===== config.mk =====
export PLATFORM = sky130hd
export DESIGN_NAME = wta_decoder_flat
export DESIGN_NICKNAME = d
export VERILOG_FILES = /design/src/rtl/wta_decoder_if.sv /design/src/rtl/wta_decoder.sv /design/src/flat_wrapper.sv
export SDC_FILE = /design/constraint.sdc
export NUM_CORES = 1
export LEC_CHECK = 0
export ABC_CLOCK_PERIOD_IN_PS = 2900
export CAP_MARGIN = 20
export CORE_MARGIN = 10
export CORE_UTILIZATION = 45
export CTS_CLUSTER_DIAMETER = 40
export DETAILED_ROUTE_END_ITERATION = 8
export PLACE_DENSITY = 0.69
export SETUP_SLACK_MARGIN = 0.2
export SLEW_MARGIN = 20
export SYNTH_ARGS = -nofsm -noshare
export SYNTH_HDL_FRONTEND = slang
export SYNTH_SLANG_ARGS = --single-unit

===== constraint.sdc =====
create_clock -name clk -period 2.9 [get_ports clk]
set_input_delay 0.58 -clock clk [delete_from_list [all_inputs] [get_ports clk]]
set_output_delay 0.58 -clock clk [all_outputs]
set_load 0.03 [all_outputs]

===== src/rtl/wta_decoder_if.sv =====
// Bus bundle for the WTA decoder: sample intake, per-sample decode
// result and the windowed report handshake. The decoder is the slave,
// the producer/consumer side is the master.
interface wta_decoder_if #(
  parameter int WINDOW = 16
);
  localparam int CW = $clog2(WINDOW + 1);

  // Sample intake
  logic [7:0]    u_in;
  logic          in_valid;
  logic          in_ready;

  // Per-sample decode result
  logic          dec_valid;
  logic          dec_id;
  logic [3:0]    dec_val;
  logic          dec_err;

  // Window report
  logic          rep_valid;
  logic          rep_ready;
  logic [CW-1:0] rep_hi_cnt;
  logic [CW-1:0] rep_lo_cnt;
  logic [CW-1:0] rep_err_cnt;
  logic          rep_major;
  logic [3:0]    rep_peak;

  modport slave (
    input  u_in, in_valid, rep_ready,
    output in_ready, dec_valid, dec_id, dec_val, dec_err,
    output rep_valid, rep_hi_cnt, rep_lo_cnt, rep_err_cnt, rep_major, rep_peak
  );

  modport master (
    output u_in, in_valid, rep_ready,
    input  in_ready, dec_valid, dec_id, dec_val, dec_err,
    input  rep_valid, rep_hi_cnt, rep_lo_cnt, rep_err_cnt, rep_major, rep_peak
  );
endinterface


===== src/rtl/wta_decoder.sv =====
// Receive-side decoder for winner-take-all nibble bytes. Decodes the
// winning channel and magnitude of each accepted byte, tallies wins,
// errors and peak magnitude over fixed windows, and hands each window's
// totals to a consumer through a valid/ready report.
module wta_decoder #(
  parameter int WINDOW = 16
) (
  input logic         clk,
  input logic         rst_n,
  wta_decoder_if.slave bus
);
  localparam int            CW   = $clog2(WINDOW + 1);
  localparam logic [CW-1:0] LAST = CW'(WINDOW - 1);
  localparam logic [CW-1:0] ONE  = CW'(1);

  logic [3:0]    hi_nib, lo_nib;
  logic          dec_id_d, dec_err_d;
  logic [3:0]    dec_val_d;
  logic          accept, in_ready;

  logic          dec_valid_q, dec_id_q, dec_err_q;
  logic [3:0]    dec_val_q;

  logic [CW-1:0] cnt_q, cnt_d, hi_q, hi_d, lo_q, lo_d, werr_q, werr_d;
  logic [3:0]    peak_q, peak_d;

  logic          rep_valid_q, rep_valid_d, rep_major_q, rep_major_d;
  logic [CW-1:0] rep_hi_q, rep_hi_d, rep_lo_q, rep_lo_d, rep_err_q, rep_err_d;
  logic [3:0]    rep_peak_q, rep_peak_d;

  assign hi_nib = bus.u_in[7:4];
  assign lo_nib = bus.u_in[3:0];

  // Only the window-closing sample stalls, and only while the previous
  // report is still pending; purely a function of registered state.
  assign in_ready = !(rep_valid_q && (cnt_q == LAST));
  assign accept   = bus.in_valid && in_ready;

  // Decode the incoming byte; an all-zero byte is an upper-channel win
  // because the upstream comparator favours the upper nibble on ties.
  always_comb begin
    // NOTE: every output gets a default first so no path leaves it unassigned (no latch).
    dec_id_d  = 1'b1;
    dec_val_d = 4'd0;
    dec_err_d = 1'b0;
    if (hi_nib != 4'd0 && lo_nib != 4'd0) begin
      dec_err_d = 1'b1;
      dec_id_d  = 1'b0;
    end else if (hi_nib != 4'd0) begin
      dec_val_d = hi_nib;
    end else if (lo_nib != 4'd0) begin
      dec_id_d  = 1'b0;
      dec_val_d = lo_nib;
    end
  end

  // Window tally and report next-state: take clears the report, the
  // closing sample snapshots the totals and restarts the window.
  always_comb begin
    cnt_d       = cnt_q;
    hi_d        = hi_q;
    lo_d        = lo_q;
    werr_d      = werr_q;
    peak_d      = peak_q;
    rep_valid_d = rep_valid_q;
    rep_hi_d    = rep_hi_q;
    rep_lo_d    = rep_lo_q;
    rep_err_d   = rep_err_q;
    rep_major_d = rep_major_q;
    rep_peak_d  = rep_peak_q;

    if (rep_valid_q && bus.rep_ready) begin
      rep_valid_d = 1'b0;
    end

    if (accept) begin
      cnt_d = cnt_q + ONE;
      if (dec_err_d) begin
        werr_d = werr_q + ONE;
      end else begin
        if (dec_id_d) hi_d = hi_q + ONE;
        else          lo_d = lo_q + ONE;
        if (dec_val_d > peak_q) peak_d = dec_val_d;
      end

      if (cnt_q == LAST) begin
        rep_valid_d = 1'b1;
        rep_hi_d    = hi_d;
        rep_lo_d    = lo_d;
        rep_err_d   = werr_d;
        rep_major_d = (hi_d >= lo_d);
        rep_peak_d  = peak_d;
        cnt_d       = '0;
        hi_d        = '0;
        lo_d        = '0;
        werr_d      = '0;
        peak_d      = 4'd0;
      end
    end
  end

  // State registers; reset discards any partial window and pending report.
  always_ff @(posedge clk or negedge rst_n) begin
    if (!rst_n) begin
      dec_valid_q <= 1'b0;
      dec_id_q    <= 1'b0;
      dec_val_q   <= 4'd0;
      dec_err_q   <= 1'b0;
      cnt_q       <= '0;
      hi_q        <= '0;
      lo_q        <= '0;
      werr_q      <= '0;
      peak_q      <= 4'd0;
      rep_valid_q <= 1'b0;
      rep_hi_q    <= '0;
      rep_lo_q    <= '0;
      rep_err_q   <= '0;
      rep_major_q <= 1'b0;
      rep_peak_q  <= 4'd0;
    end else begin
      // NOTE: non-blocking so every register samples pre-edge values.
      dec_valid_q <= accept;
      if (accept) begin
        dec_id_q  <= dec_id_d;
        dec_val_q <= dec_val_d;
        dec_err_q <= dec_err_d;
      end
      cnt_q       <= cnt_d;
      hi_q        <= hi_d;
      lo_q        <= lo_d;
      werr_q      <= werr_d;
      peak_q      <= peak_d;
      rep_valid_q <= rep_valid_d;
      rep_hi_q    <= rep_hi_d;
      rep_lo_q    <= rep_lo_d;
      rep_err_q   <= rep_err_d;
      rep_major_q <= rep_major_d;
      rep_peak_q  <= rep_peak_d;
    end
  end

  assign bus.in_ready    = in_ready;
  assign bus.dec_valid   = dec_valid_q;
  assign bus.dec_id      = dec_id_q;
  assign bus.dec_val     = dec_val_q;
  assign bus.dec_err     = dec_err_q;
  assign bus.rep_valid   = rep_valid_q;
  assign bus.rep_hi_cnt  = rep_hi_q;
  assign bus.rep_lo_cnt  = rep_lo_q;
  assign bus.rep_err_cnt = rep_err_q;
  assign bus.rep_major   = rep_major_q;
  assign bus.rep_peak    = rep_peak_q;
endmodule


===== src/flat_wrapper.sv =====
// flat-port wrapper written by rule: the top's interface ports become plain ports
module wta_decoder_flat 
#(
  parameter int WINDOW = 16
)
  (clk, rst_n, bus_u_in, bus_in_valid, bus_rep_ready, bus_in_ready, bus_dec_valid, bus_dec_id, bus_dec_val, bus_dec_err, bus_rep_valid, bus_rep_hi_cnt, bus_rep_lo_cnt, bus_rep_err_cnt, bus_rep_major, bus_rep_peak);
  wta_decoder_if #(.WINDOW(WINDOW)) bus_i ();
  input logic clk;
  input logic rst_n;
  input wire logic [$bits(bus_i.u_in)-1:0] bus_u_in;
  input wire logic [$bits(bus_i.in_valid)-1:0] bus_in_valid;
  input wire logic [$bits(bus_i.rep_ready)-1:0] bus_rep_ready;
  output wire logic [$bits(bus_i.in_ready)-1:0] bus_in_ready;
  output wire logic [$bits(bus_i.dec_valid)-1:0] bus_dec_valid;
  output wire logic [$bits(bus_i.dec_id)-1:0] bus_dec_id;
  output wire logic [$bits(bus_i.dec_val)-1:0] bus_dec_val;
  output wire logic [$bits(bus_i.dec_err)-1:0] bus_dec_err;
  output wire logic [$bits(bus_i.rep_valid)-1:0] bus_rep_valid;
  output wire logic [$bits(bus_i.rep_hi_cnt)-1:0] bus_rep_hi_cnt;
  output wire logic [$bits(bus_i.rep_lo_cnt)-1:0] bus_rep_lo_cnt;
  output wire logic [$bits(bus_i.rep_err_cnt)-1:0] bus_rep_err_cnt;
  output wire logic [$bits(bus_i.rep_major)-1:0] bus_rep_major;
  output wire logic [$bits(bus_i.rep_peak)-1:0] bus_rep_peak;
  assign bus_i.u_in = bus_u_in;
  assign bus_i.in_valid = bus_in_valid;
  assign bus_i.rep_ready = bus_rep_ready;
  assign bus_in_ready = bus_i.in_ready;
  assign bus_dec_valid = bus_i.dec_valid;
  assign bus_dec_id = bus_i.dec_id;
  assign bus_dec_val = bus_i.dec_val;
  assign bus_dec_err = bus_i.dec_err;
  assign bus_rep_valid = bus_i.rep_valid;
  assign bus_rep_hi_cnt = bus_i.rep_hi_cnt;
  assign bus_rep_lo_cnt = bus_i.rep_lo_cnt;
  assign bus_rep_err_cnt = bus_i.rep_err_cnt;
  assign bus_rep_major = bus_i.rep_major;
  assign bus_rep_peak = bus_i.rep_peak;
  wta_decoder #(.WINDOW(WINDOW)) u_core (.clk(clk), .rst_n(rst_n), .bus(bus_i));
endmodule

==> results of run 1 <==
power breakdown:
| part | leakage, nW | switching, W | internal (W) | total [W] |
|---|---|---|---|---|
| registers | 0.702 | 0.0000862 | 0.000813 | 0.000900 |
| clock network | 0.0455 | 0.000226 | 0.000195 | 0.000421 |
| logic | 0.860 | 0.000223 | 0.000198 | 0.000420 |
timing repair:
item | 4_1_cts | 5_1_grt
resized for setup | 1 | 10
endpoints found under the setup margin | 1 | 6
cloned | 0 | 0
buffers inserted | 0 | 3
synthesized netlist by cell type (5+ instances only):
cell type                 number  area [sq um]
sky130_fd_sc_hd__nand2_1      48           180
sky130_fd_sc_hd__xor2_1        5          43.8
sky130_fd_sc_hd__o21ai_0      29           145
sky130_fd_sc_hd__xnor2_1       7          61.3
sky130_fd_sc_hd__inv_1         8          30.0
sky130_fd_sc_hd__o21ai_1       5          25.0
sky130_fd_sc_hd__nand4_1       6          37.5
sky130_fd_sc_hd__a22o_1        5          43.8
sky130_fd_sc_hd__a21oi_1       6          30.0
sky130_fd_sc_hd__dfrtp_1      52          1300
sky130_fd_sc_hd__ha_1         13           163
stage by stage:
stage	hold slack (ps)	std cells
finish	383	399
global route	431	399
CTS	410	396
detailed placement	463	388
global placement	461	388
floorplan	284	254
cell families (layout without fill, tap and decap cells):
family | after synthesis | after routing
and+or+nand+nor | 82 | 82
AOI/OAI and AO/OA | 67 | 67
DFF | 52 | 52
buffers and inverters | 22 | 95
adders and majority gates | 13 | 13
xor gates and xnor gates | 13 | 13
muxes | 5 | 5
final timing paths:
check | end | slack [ps] | depth (start not counted)
max | u_core.bus.rep_peak[2] | 240 | 10
min | u_core.werr_q[4] | 380 | 2
max reg2reg | u_core.bus.rep_major | 730 | 8
min reg2reg | u_core.bus.rep_lo_cnt[0] | 480 | 2
max in group asynchronous | u_core.bus.rep_major | 2080 | 2
min in group clk | u_core.bus.rep_lo_cnt[0] | 480 | 2
area by class of cell:
class / instances / area, sq um / share of cell area
repair buffers: 78 / 691 / 0.203
clock buffers: 8 / 90.1 / 0.0265
multi-input cells: 180 / 1200 / 0.352
flip-flops and latches: 52 / 1300 / 0.382
well taps: 72 / 90.1 / 0.0265
inverters: 9 / 33.8 / 0.00992
critical path, cell delays in order:
cell and delay, ps:
sky130_fd_sc_hd__clkdlybuf4s50_1 430, sky130_fd_sc_hd__nor4_2 310, sky130_fd_sc_hd__buf_4 210, sky130_fd_sc_hd__a22o_1 200
sky130_fd_sc_hd__ha_1 250, sky130_fd_sc_hd__nor2b_1 130, sky130_fd_sc_hd__o211ai_1 150, sky130_fd_sc_hd__a21oi_1 100
sky130_fd_sc_hd__buf_4 180, sky130_fd_sc_hd__o311ai_0 310
metal layers:
| layer | track usage | up-vias |
|---|---|---|
| li1 | - | 1046 |
| met1 | 0.169 | 983 |
| met2 | 0.232 | 44 |
| met3 | 0.0436 | 6 |
| met4 | 0.0504 | 0 |
| met5 | 0 | - |
sequential cells by signal, indices dropped and copies added, names as in the netlist, 4 cells and up:
signal	cells
u_core.lo_q	5
u_core.werr_q	5
u_core.bus.rep_lo_cnt	5
u_core.bus.rep_hi_cnt	5
u_core.bus.dec_val	4
u_core.peak_q	4
u_core.cnt_q	5
u_core.bus.rep_err_cnt	5
u_core.hi_q	5
u_core.bus.rep_peak	4
==> flow_metrics.env, run 1 <==
export IMPL_ys_async_sr_fraction=1.00
export IMPL_synth_compound_area_frac=0.163
export IMPL_route_top_layer_used="met4"
export IMPL_number_of_remaining_drc_errors=0
export IMPL_number_of_antenna_violations_at_the_first_check_in_global_routing=0
export IMPL_detail_route_wirelength_met1_mm=2.75
export IMPL_clk_latency_ps=300
export IMPL_tritoncts_clock_tree="done"
export IMPL_clock_sinks=52
export IMPL_post_drt_wl_per_cell_um=15.2
export IMPL_detail_route_vias_per_cell=5.21
export IMPL_yosys_area_share_adder=0.0625
export IMPL_rr_startpoint="u_core.lo_q[0]"
export IMPL_layout_drive_gt1_share=0.180
export IMPL_cp_data_arrival_time_ps=2850
export IMPL_final_area_sq_um=3400
export IMPL_power_static_leakage_nw=1.61
export IMPL_achievable_frequency_ghz=0.376
export IMPL_netlist_area_sq_um=2600
export IMPL_number_of_synthesized_register_bits=52
export IMPL_detail_route_wirelength_mm=6.08
export IMPL_muxShareOfSynthArea=0.0197
export IMPL_leading_cell_type_in_the_layout_fill_and_taps_excluded="sky130_fd_sc_hd__dfrtp_1"
export IMPL_report_final_setup_viol=0
export IMPL_design_final_nets=351
export IMPL_fp_coreArea_sq_um=5570
export IMPL_power_total_w=0.00174
export IMPL_postPlaceCellArea_sq_um=3260
export IMPL_chipWidth_um=96.0
export IMPL_yosys_warnings=0
export IMPL_largest_family_of_logic_cells_by_synthesized_area="compound AO/OA/AOI/OAI gates"
export IMPL_syn_inst=254
export IMPL_synthSimpleGateAreaFrac=0.159
export IMPL_dp_hpwl_mm=4.40
export IMPL_numPortBuffers=40
export IMPL_worst_endpoint_required_ps=3090
export IMPL_outcome="finished clean"
export IMPL_route_met2_wl_mm=2.84
export IMPL_fin_util=0.611
export IMPL_floorplan_initialDensity=0.467
export IMPL_skew_ps=6.04
export IMPL_worst_slew_margin_rel=0.565
export IMPL_grt_overflow_total=0
export IMPL_vdd_ir_drop_worst_uv=293
export IMPL_place_worst_setup_slack_ps=-117
export IMPL_synthToLayoutAreaGrowth_pct=30.9
export IMPL_grt_util_all_layers=0.141
export IMPL_worstPathMaxFanout=10
export IMPL_routed_via_count=2079
export IMPL_detailed_route_iter0_violations=65
export IMPL_grt_start_max_net_pins=53
export IMPL_filler_cell_count=491
export IMPL_finalCritPeriodShare=0.917
export IMPL_rsz0062_at_grt="yes"
export IMPL_clk_path_buf_depth=2
export IMPL_routed_wl_met3_um=421
export IMPL_clk_pin_slew_ps=90
export IMPL_timing_setup_tns_ps=0
export IMPL_power_density_nw_per_um2=512
export IMPL_most_common_layout_cells="52 x sky130_fd_sc_hd__dfrtp_1, 48 x sky130_fd_sc_hd__nand2_1, 38 x sky130_fd_sc_hd__buf_4"
export IMPL_startpoint_type="primary input"
export IMPL_synth_main_ff_cell="sky130_fd_sc_hd__dfrtp_1"
export IMPL_routabilityCongestion=0.852
export IMPL_timing_final_ws_setup_ps=242
export IMPL_finalWorstPathRequiredPeriod_ps=2660
export IMPL_avgSynthCellArea_sq_um=10.2
export IMPL_synth_edff_count=0
export IMPL_synth_sequential_area_ratio=0.500
export IMPL_crit_path_end_kind="register"
export IMPL_setup_worst_path_class="in -> reg"
export IMPL_worst_slew_pin_slew_ps=652
export IMPL_drt_antenna_violating_nets=0
export IMPL_final_hold_viol_count=0
export IMPL_worst_hold_path_type="in -> async"
export IMPL_startpoint="bus_u_in[5]"
export IMPL_first_pass_iters=4
export IMPL_ys_types=45
export IMPL_cap_violations=0
export IMPL_insertedDiodeCount=0
export IMPL_syn_nets=279
export IMPL_wire_length_of_the_first_global_routing_pass_mm=10.3
export IMPL_dieArea_sq_um=9220
export IMPL_postCtsHoldBufs=0
export IMPL_synth_xor_area_share=0.0467
export IMPL_pin_count=41
export IMPL_clk_root_buf="sky130_fd_sc_hd__clkbuf_8"
export IMPL_cts_buffers=5
export IMPL_number_of_h_tree_branching_levels=2
export IMPL_final_max_slew_viol_count=0
export IMPL_fp_row_count=27
export IMPL_die_h_um=96.0
export IMPL_vias_in_the_first_global_route=2156
Note: power is estimated with default switching activity, not from simulation.
==> run 2, diff against run 1 <==
--- a/config.mk
+++ b/config.mk
@@ -9,6 +9,7 @@
 export CAP_MARGIN = 20
 export CORE_MARGIN = 10
 export CORE_UTILIZATION = 45
+export CTS_BUF_LIST = sky130_fd_sc_hd__clkbuf_8
 export CTS_CLUSTER_DIAMETER = 40
 export DETAILED_ROUTE_END_ITERATION = 8
 export PLACE_DENSITY = 0.69
==> run 2 against run 1 <==
  * Final cell count is the same
  * Wire length is essentially flat
  * Clock power shrank 1%
  * Clock skew is essentially flat
  * Largest power group unchanged
  * Critical path depth is the same
  * Register-to-register slack is essentially flat
==> flow_metrics.env, run 2 (synthesized netlist as in run 1, its figures left out) <==
export IMPL_outcome="finished clean"
export IMPL_achievable_frequency_ghz=0.376
export IMPL_rr_startpoint="u_core.lo_q[0]"
export IMPL_clk_path_buf_depth=2
export IMPL_setup_worst_path_end="u_core.bus.rep_peak[2]"
export IMPL_numPortBuffers=40
export IMPL_layout_drive_gt1_share=0.180
export IMPL_fin_util=0.611
export IMPL_clk_root_buf="sky130_fd_sc_hd__clkbuf_8"
export IMPL_power_static_leakage_nw=1.62
export IMPL_post_drt_wl_per_cell_um=15.2
export IMPL_cp_data_arrival_time_ps=2850
export IMPL_r2r_worst_path_cells=8
export IMPL_grt_overflow_total=0
export IMPL_critical_path_slowest_cell="sky130_fd_sc_hd__clkdlybuf4s50_1"
export IMPL_startpoint="bus_u_in[5]"
export IMPL_most_prevalent_standard_cell_on_the_critical_path="sky130_fd_sc_hd__buf_4"
export IMPL_insertedDiodeCount=0
export IMPL_timing_final_ws_setup_ps=240
export IMPL_worst_slew_margin_rel=0.565
export IMPL_postPlaceCellArea_sq_um=3260
export IMPL_grt_util_all_layers=0.141
export IMPL_cts_buffers=5
export IMPL_report_final_setup_viol=0
export IMPL_chipWidth_um=96.0
export IMPL_setup_worst_path_class="in -> reg"
export IMPL_place_worst_setup_slack_ps=-117
export IMPL_crit_path_end_kind="register"
export IMPL_number_of_h_tree_branching_levels=2
export IMPL_grt_start_max_net_pins=53
export IMPL_synthToLayoutAreaGrowth_pct=30.9
export IMPL_filler_cell_count=491
export IMPL_regToRegEndpoint="u_core.bus.rep_major"
export IMPL_final_hold_worst_slack_ps=383
export IMPL_most_common_layout_cells="52 x sky130_fd_sc_hd__dfrtp_1, 48 x sky130_fd_sc_hd__nand2_1, 38 x sky130_fd_sc_hd__buf_4"
export IMPL_final_area_sq_um=3400
export IMPL_number_of_remaining_drc_errors=0
export IMPL_rsz0062_at_grt="yes"
export IMPL_power_density_nw_per_um2=509
export IMPL_dpl_cell_count=388
export IMPL_final_max_slew_viol_count=0
export IMPL_first_pass_iters=4
export IMPL_wire_length_of_the_first_global_routing_pass_mm=10.3
export IMPL_cap_violations=0
export IMPL_skew_ps=6.15
export IMPL_routed_via_count=2081
export IMPL_tritoncts_clock_tree="done"
export IMPL_floorplan_initialDensity=0.467
export IMPL_detail_route_vias_per_cell=5.22
export IMPL_r2r_setup_slack_ps=720
export IMPL_slowest_delay_ps=430
export IMPL_startpoint_type="primary input"
export IMPL_worstPathMaxFanout=10
export IMPL_finalCritPeriodShare=0.917
export IMPL_worst_hold_path_type="in -> async"
export IMPL_final_hold_viol_count=0
export IMPL_clock_sinks=52
export IMPL_leading_cell_type_in_the_layout_fill_and_taps_excluded="sky130_fd_sc_hd__dfrtp_1"
export IMPL_number_of_antenna_violations_at_the_first_check_in_global_routing=0
export IMPL_drt_antenna_violating_nets=0
export IMPL_fp_coreArea_sq_um=5570
export IMPL_die_h_um=96.0
export IMPL_worst_slew_pin_slew_ps=652
export IMPL_dp_hpwl_mm=4.40
export IMPL_finalWorstPathRequiredPeriod_ps=2660
export IMPL_worst_endpoint_required_ps=3090
export IMPL_pin_count=41
export IMPL_detailed_route_iter0_violations=68
export IMPL_vias_in_the_first_global_route=2156
export IMPL_clk_pin_slew_ps=90
export IMPL_detail_route_wirelength_mm=6.08
export IMPL_crit_path_cell_chain="clkdlybuf4s50_1 -> nor4_2 -> buf_4 -> a22o_1 -> ha_1 -> nor2b_1 -> o211ai_1 -> a21oi_1 -> buf_4 -> o311ai_0"
export IMPL_dieArea_sq_um=9220
export IMPL_design_final_nets=351
export IMPL_routabilityCongestion=0.852
export IMPL_vdd_ir_drop_worst_uv=292
export IMPL_layoutNonFillerInstCount=399
export IMPL_fp_row_count=27
export IMPL_clk_latency_ps=300
==> run 2: layout make-up <==
| cell class | instances | area, sq um | area share |
|---|---|---|---|
| Inverter | 9 | 33.8 | 0.00992 |
| Clock buffer | 6 | 82.6 | 0.0243 |
| Tap cell | 72 | 90.1 | 0.0265 |
| Multi-Input combinational cell | 180 | 1200 | 0.352 |
| Timing Repair Buffer | 78 | 691 | 0.203 |
| Sequential cell | 52 | 1300 | 0.382 |
| Clock inverter | 2 | 7.51 | 0.00221 |
==> run 2: where the power goes <==
group / total, W / internal [W] / switching, W
Clock: 0.000415 / 0.000188 / 0.000227
Sequential: 0.000900 / 0.000813 / 0.0000863
Combinational: 0.000420 / 0.000198 / 0.000222
Total: 0.00173 / 0.00120 / 0.000535
==> run 2: critical path, delay by kind of cell <==
| family | cells | cell delay (ps) |
|---|---|---|
| buffers and inverters | 3 | 820 |
| AO/OA/AOI/OAI | 4 | 760 |
| AND/OR/NAND/NOR | 2 | 440 |
| adder cells (fa/ha/maj) | 1 | 250 |
==> run 2: how the worst min path moves through the flow <==
stage	from	to	slack [ps]	cells after the start
6_report	rst_n	u_core.werr_q[4]	380	2
5_1_grt	rst_n	u_core.bus.rep_err_cnt[2]	430	2
4_1_cts	rst_n	u_core.werr_q[4]	410	2
3_5_place_dp	u_core.bus.rep_lo_cnt[0]	u_core.bus.rep_lo_cnt[0]	460	2
3_3_place_gp	u_core.bus.rep_err_cnt[4]	u_core.bus.rep_err_cnt[4]	460	2
2_1_floorplan	rst_n	u_core.bus.dec_err	280	0
==> run 2: metal layers <==
layer / vias up / global-route usage / share of wire
li1: 1045 / - / -
met4: 0 / 0.0504 / 0.010
met3: 6 / 0.0436 / 0.064
met2: 45 / 0.232 / 0.47
met1: 985 / 0.169 / 0.46
met5: - / 0 / 0
==> run 2: repair_timing <==
item / in CTS / in global routing
endpoints found under the hold margin: 0 / 0
pin swaps: 0 / 0
gates resized for setup: 1 / 10
setup buffers: 0 / 3
hold buffers: 0 / 0
setup endpoints to repair: 1 / 6
==> run 2: per-stage QoR <==
step	setup TNS, ps	total power (W)
final	0	0.00173
after global routing	0	0.00184
after CTS	0	0.00176
after floorplan	0	0.00115
after global placement	-225	0.00132
after detailed placement	-517	0.00133
